File: src/rtl/branch_resolve.sv
`default_nettype none
// +------------------------------------------------------------------------+
// | branch_resolve: MB-stage branch/trap resolution and trap CSR owner     |
// | Rev 1.0                                                                |
// +------------------------------------------------------------------------+
module branch_resolve #(
  parameter logic [31:0] MTVEC_RESET = 32'h00000010
) (
  input  logic        clk,
  input  logic        rst,
  input  logic        pipe_flush,
  input  logic        ex_mb__valid,
  input  logic [31:0] ex_mb__pc,
  input  logic        ex_mb__predict_taken,
  input  logic        ex_mb__is_branch,
  input  logic        ex_mb__is_jump,
  input  logic        ex_mb__cond,
  input  logic [31:0] ex_mb__target,
  input  logic        ex_mb__ins_misalign,
  input  logic        ex_mb__ecall,
  input  logic        ex_mb__ebreak,
  input  logic        ex_mb__mret,
  input  logic        ex_mb__csr_we,
  input  logic [11:0] ex_mb__csr_addr,
  input  logic [31:0] ex_mb__csr_wdata,
  output logic [31:0] mb_if__jump_target,
  output logic        mb_if__branch_taken,
  output logic        mb_if__trap_taken,
  output logic        mb_if__predict_taken,
  output logic [31:0] mb_if__pc_4,
  output logic [31:0] mb_wb__csr_rdata
);

  localparam logic [11:0] C_CSR_MTVEC    = 12'h305;
  localparam logic [11:0] C_CSR_MEPC     = 12'h341;
  localparam logic [11:0] C_CSR_MCAUSE   = 12'h342;
  localparam logic [31:0] C_CAUSE_MISAL  = 32'd0;
  localparam logic [31:0] C_CAUSE_EBREAK = 32'd3;
  localparam logic [31:0] C_CAUSE_ECALL  = 32'd11;

  logic        mb_valid_q;
  logic [31:0] pc_q;
  logic        predict_q;
  logic        is_branch_q;
  logic        is_jump_q;
  logic        cond_q;
  logic [31:0] target_q;
  logic        misalign_q;
  logic        ecall_q;
  logic        ebreak_q;
  logic        mret_q;
  logic        csr_we_q;
  logic [11:0] csr_addr_q;
  logic [31:0] csr_wdata_q;

  logic [31:0] mtvec_q, mtvec_d;
  logic [31:0] mepc_q, mepc_d;
  logic [31:0] mcause_q, mcause_d;

  logic        w_trap;
  logic [31:0] w_cause;
  logic        w_commit;

  always_ff @(posedge clk) begin
    if (rst) begin
      mb_valid_q  <= 1'b0;
      pc_q        <= 32'd0;
      predict_q   <= 1'b0;
      is_branch_q <= 1'b0;
      is_jump_q   <= 1'b0;
      cond_q      <= 1'b0;
      target_q    <= 32'd0;
      misalign_q  <= 1'b0;
      ecall_q     <= 1'b0;
      ebreak_q    <= 1'b0;
      mret_q      <= 1'b0;
      csr_we_q    <= 1'b0;
      csr_addr_q  <= 12'd0;
      csr_wdata_q <= 32'd0;
    end else begin
      mb_valid_q  <= ex_mb__valid;
      pc_q        <= ex_mb__pc;
      predict_q   <= ex_mb__predict_taken;
      is_branch_q <= ex_mb__is_branch;
      is_jump_q   <= ex_mb__is_jump;
      cond_q      <= ex_mb__cond;
      target_q    <= ex_mb__target;
      misalign_q  <= ex_mb__ins_misalign;
      ecall_q     <= ex_mb__ecall;
      ebreak_q    <= ex_mb__ebreak;
      mret_q      <= ex_mb__mret;
      csr_we_q    <= ex_mb__csr_we;
      csr_addr_q  <= ex_mb__csr_addr;
      csr_wdata_q <= ex_mb__csr_wdata;
    end
  end

  always_comb begin
    w_trap   = mb_valid_q & (misalign_q | ebreak_q | ecall_q);
    w_commit = mb_valid_q & ~pipe_flush;
    if (misalign_q)    w_cause = C_CAUSE_MISAL;
    else if (ebreak_q) w_cause = C_CAUSE_EBREAK;
    else               w_cause = C_CAUSE_ECALL;
  end

  always_comb begin
    mb_if__jump_target   = 32'd0;
    mb_if__branch_taken  = 1'b0;
    mb_if__trap_taken    = 1'b0;
    mb_if__predict_taken = 1'b0;
    mb_if__pc_4          = 32'd0;
    mb_wb__csr_rdata     = 32'd0;
    if (mb_valid_q) begin
      mb_if__predict_taken = predict_q;
      mb_if__pc_4          = pc_q + 32'd4;
      mb_if__branch_taken  = ~w_trap & (is_jump_q | (is_branch_q & cond_q));
      mb_if__trap_taken    = w_trap | mret_q;
      // Trap outranks mret when both decode on the same instruction.
      if (w_trap)      mb_if__jump_target = {mtvec_q[31:2], 2'b00};
      else if (mret_q) mb_if__jump_target = mepc_q;
      else             mb_if__jump_target = target_q;
      case (csr_addr_q)
        C_CSR_MTVEC:  mb_wb__csr_rdata = mtvec_q;
        C_CSR_MEPC:   mb_wb__csr_rdata = mepc_q;
        C_CSR_MCAUSE: mb_wb__csr_rdata = mcause_q;
        default:      mb_wb__csr_rdata = 32'd0;
      endcase
    end
  end

  always_comb begin
    mtvec_d  = mtvec_q;
    mepc_d   = mepc_q;
    mcause_d = mcause_q;
    if (w_commit) begin
      // A trapping instruction drops its own CSR write.
      if (w_trap) begin
        mepc_d   = pc_q;
        mcause_d = w_cause;
      end else if (csr_we_q) begin
        case (csr_addr_q)
          C_CSR_MTVEC:  mtvec_d  = {csr_wdata_q[31:2], 2'b00};
          C_CSR_MEPC:   mepc_d   = {csr_wdata_q[31:2], 2'b00};
          C_CSR_MCAUSE: mcause_d = csr_wdata_q;
          default: ;
        endcase
      end
    end
  end

  always_ff @(posedge clk) begin
    if (rst) begin
      mtvec_q  <= MTVEC_RESET;
      mepc_q   <= 32'd0;
      mcause_q <= 32'd0;
    end else begin
      mtvec_q  <= mtvec_d;
      mepc_q   <= mepc_d;
      mcause_q <= mcause_d;
    end
  end

endmodule
`default_nettype wire

File: config.mk
export PLATFORM = sky130hd
export DESIGN_NAME = branch_resolve
export DESIGN_NICKNAME = d
export VERILOG_FILES = /design/src/rtl/branch_resolve.sv
export SDC_FILE = /design/constraint.sdc
export NUM_CORES = 1
export LEC_CHECK = 0
export ABC_AREA = 1
export CORE_MARGIN = 4
export CORE_UTILIZATION = 30
export CTS_CLUSTER_SIZE = 12
export DETAILED_ROUTE_END_ITERATION = 12
export PLACE_DENSITY_LB_ADDON = 0.2
export SYNTH_ARGS = -nofsm -noshare
export SYNTH_HDL_FRONTEND = slang
export SYNTH_SLANG_ARGS = --single-unit
File: constraint.sdc
create_clock -name clk -period 2.3 [get_ports clk]
set_input_delay 0.69 -clock clk [delete_from_list [all_inputs] [get_ports clk]]
set_output_delay 0.69 -clock clk [all_outputs]
set_load 0.05 [all_outputs]
==> impl_metrics.json <==
{
  "final_cell_area_um2": 18000,
  "synthDistinctLibCells": 31,
  "power.density_nw_per_um2": 533,
  "worstHoldPathType": "reg -> reg",
  "cts_tree": "yes",
  "cts_buffer_depth": 3,
  "floorplan.core_area_um2": 33900,
  "preCtsSetupSlack_ps": -379,
  "synthesis.nets": 1797,
  "timing.critical_path.fanout_max": 6,
  "post_detailed_routing_wire_length_mm": 42.0,
  "status": "finished with violations",
  "slew_headroom": 0.534,
  "n_fill_cell": 3226,
  "floorplan.initialDensity": 0.307,
  "grt_start_max_net_pins": 119,
  "vias_per_cell": 4.62,
  "async_flop_share": 0,
  "power_report.internal_total_mw": 7.12,
  "grtUsageTotal": 0.212,
  "p_sw_mw": 2.47,
  "synth_enable_flop_cells": 0,
  "die_area_um2": 37700,
  "clock_sink_count": 212,
  "multiInputGateArea_um2": 6480,
  "crit_type": "reg -> out",
  "clock_latency_ps": 520,
  "globalRouteOverflowTotal": 0,
  "startpoint_type_of_the_worst_setup_path": "flop",
  "final_common_cell": "nor2_1",
  "setup_total_negative_slack_ps": -32050,
  "worst_setup_path_startpoint": "csr_addr_q[11]$_SDFF_PP0_",
  "timing.final.hold_violations": 0,
  "cts_hold_buffers": 0,
  "io_buffer_count": 219,
  "postRouteAntennaNets": 0,
  "vias_in_the_first_global_route": 11000,
  "htree_num_levels": 1,
  "timing.critical_path.arrival_ps": 2120,
  "wire_length_of_the_first_global_routing_pass_mm": 64.8,
  "hold_start": "mepc_q[19]$_SDFFE_PP0P_",
  "finalCriticalPeriod_ps": 2810,
  "syn-mean-instance-area_um2": 6.21,
  "post_route_cells_drive_above_1_share": 0.306,
  "report.final.slew_viol_count": 0,
  "worst_r2r_startpoint": "mb_valid_q$_SDFF_PP0_",
  "power_frac_clock": 0.444,
  "dr.first_iter.drc_count": 684,
  "design.portCount": 220,
  "synthesis.area_um2": 10400,
  "detailroute.via_count": 11300,
  "detailedRoute.firstPassIterationCount": 7,
  "cts_made_buffers": 25,
  "cap_viol_max_count": 0,
  "synth_sequential_area_ratio": 0.408,
  "die_outline_height_um": 194,
  "required_time_of_the_worst_setup_path_ps": 1610,
  "netlist_instances": 1675,
  "clock.fmax_ghz": 0.355,
  "placement_rows": 67,
  "setup_viols_final": 94,
  "netSwitchingFraction": 0.257,
  "fin_crit_sh": 1.22,
  "synth.yosys.warnings": 0,
  "ir_drop_mv": 0.522,
  "fp.dieW_um": 194,
  "ys_seq_elements": 212,
  "grt_antenna_before_repair": 2,
  "area_growth_pct": 72.9,
  "wl_per_cell_um": 17.2,
  "cts.reportedPaths.clkPinSlew_ps": 60,
  "p_comb_frac": 0.149,
  "power.static_leakage_nw": 7.66,
  "gpl.final_weighted_congestion": 0.897,
  "finClkSkew_ps": 16.3,
  "total_placed_instance_area_um2": 14800,
  "finalWorstSetupSlack_ps": -514,
  "synth-main-ff-cell": "dfxtp_1",
  "rsz0062_at_grt": "true",
  "post-dp-hpwl_mm": 29.5,
  "detail_route.drc_violations": 0,
  "power_frac_seq": 0.408,
  "antenna_cells": 0,
  "sequential_cell_area_um2": 4340,
  "violations_in_the_final_reports": "negative setup slack",
  "worst_slew_pin_slew_ps": 699,
  "clk_root_buffer_cell": "clkbuf_16",
  "finalCoreUtilization": 0.531,
  "layout.cells.most_common_list": "nor2_1, inv_1, nand2_1",
  "num-nets-final": 2097,
  "cp-end-kind": "primary output"
}
[power groups by stage]
stage | Sequential [mW] | Combinational [mW] | Clock [mW]
global placement | 3.98 | 1.24 | 0
CTS | 3.91 | 1.37 | 4.36
global route | 3.92 | 1.54 | 4.49
detailed placement | 3.98 | 1.25 | 0
floorplan | 3.94 | 0.650 | 0
finish | 3.91 | 1.42 | 4.25
[layer usage]
| metal | vias up | share of wire | track usage |
|---|---|---|---|
| li1 | 5735 | - | - |
| met1 | 5104 | 0.48 | 0.312 |
| met2 | 358 | 0.43 | 0.322 |
| met3 | 64 | 0.065 | 0.0440 |
| met4 | 4 | 0.025 | 0.0448 |
| met5 | - | 0.00081 | 0 |
[area by class of cell]
class,count,share of cell area
multi-input cells,1094,0.360
clock buffers,31,0.0388
well taps,448,0.0312
flip-flops and latches,212,0.241
repair buffers,370,0.260
inverters,272,0.0580
clock inverters,12,0.0103
[final timing paths]
path / slack (ps) / cells after the start / endpoint
setup / recovery: -510 / 13 / mb_wb__csr_rdata[10]
hold reg to reg: 480 / 2 / mepc_q[19]$_SDFFE_PP0P_
setup reg to reg: 60 / 8 / mtvec_q[16]$_SDFFE_PP0P_
hold / removal: 480 / 2 / mepc_q[19]$_SDFFE_PP0P_
[cells in the mapped netlist, types with 2 or more instances]
cell / n / area, um^2
buf_4: 4 / 30.0
nand4_1: 2 / 12.5
dfxtp_1: 212 / 4240
o22ai_1: 7 / 43.8
buf_1: 2 / 7.51
o21a_1: 3 / 22.5
nor2_4: 2 / 22.5
inv_1: 269 / 1010
buf_2: 34 / 170
o32ai_1: 14 / 123
nand2_1: 316 / 1190
a21oi_1: 74 / 370
nor2_2: 2 / 12.5
nand3_1: 179 / 896
nand2_2: 5 / 31.3
clkbuf_1: 56 / 210
nand3b_1: 2 / 15.0
a211oi_1: 2 / 15.0
xnor2_1: 3 / 26.3
nor3_1: 2 / 10.0
o21ai_0: 56 / 280
nor2_1: 412 / 1550
a31oi_1: 7 / 43.8
inv_2: 3 / 11.3
[logic make-up after synthesis]
family	share of synthesized area
AND/OR/NAND/NOR	0.361
buffers and inverters	0.139
flip-flops	0.408
AO/OA/AOI/OAI	0.0871
XOR/XNOR	0.00253
multiplexers	0.000962
adder cells (fa/ha/maj)	0.00120
[flip-flops by register name, summed over array words and instances (netlist names), 12 cells and up]
register,count
mtvec_q,30
mcause_q,32
csr_addr_q,12
pc_q,32
mepc_q,32
target_q,32
csr_wdata_q,32
[critical path: stages (launching register included)]
cell,delay (ps)
dfxtp_2,310
inv_2,40
nand2_2,60
nor2_4,150
inv_2,70
nor2_4,150
buf_12,170
buf_16,140
nand3_4,60
nand2_2,70
nor2_2,40
nor2_4,100
buf_6,110
buf_12,120
[through the flow]
stage / total power [mW] / hold slack, ps / cells
CTS: 9.64 / 484 / 2422
detailed placement: 5.22 / 469 / 2342
global route: 9.95 / 516 / 2439
floorplan: 4.59 / 446 / 1675
finish: 9.59 / 480 / 2439
global placement: 5.22 / 465 / 2342
[what timing repair did]
item                       4_1_cts  5_1_grt
gates cloned                     8        2
setup endpoints to repair      104      129
setup buffers                   30       20
pin swaps                       74       86
resized for setup              330      147
No activity file was read; power rests on OpenSTA's default activity.
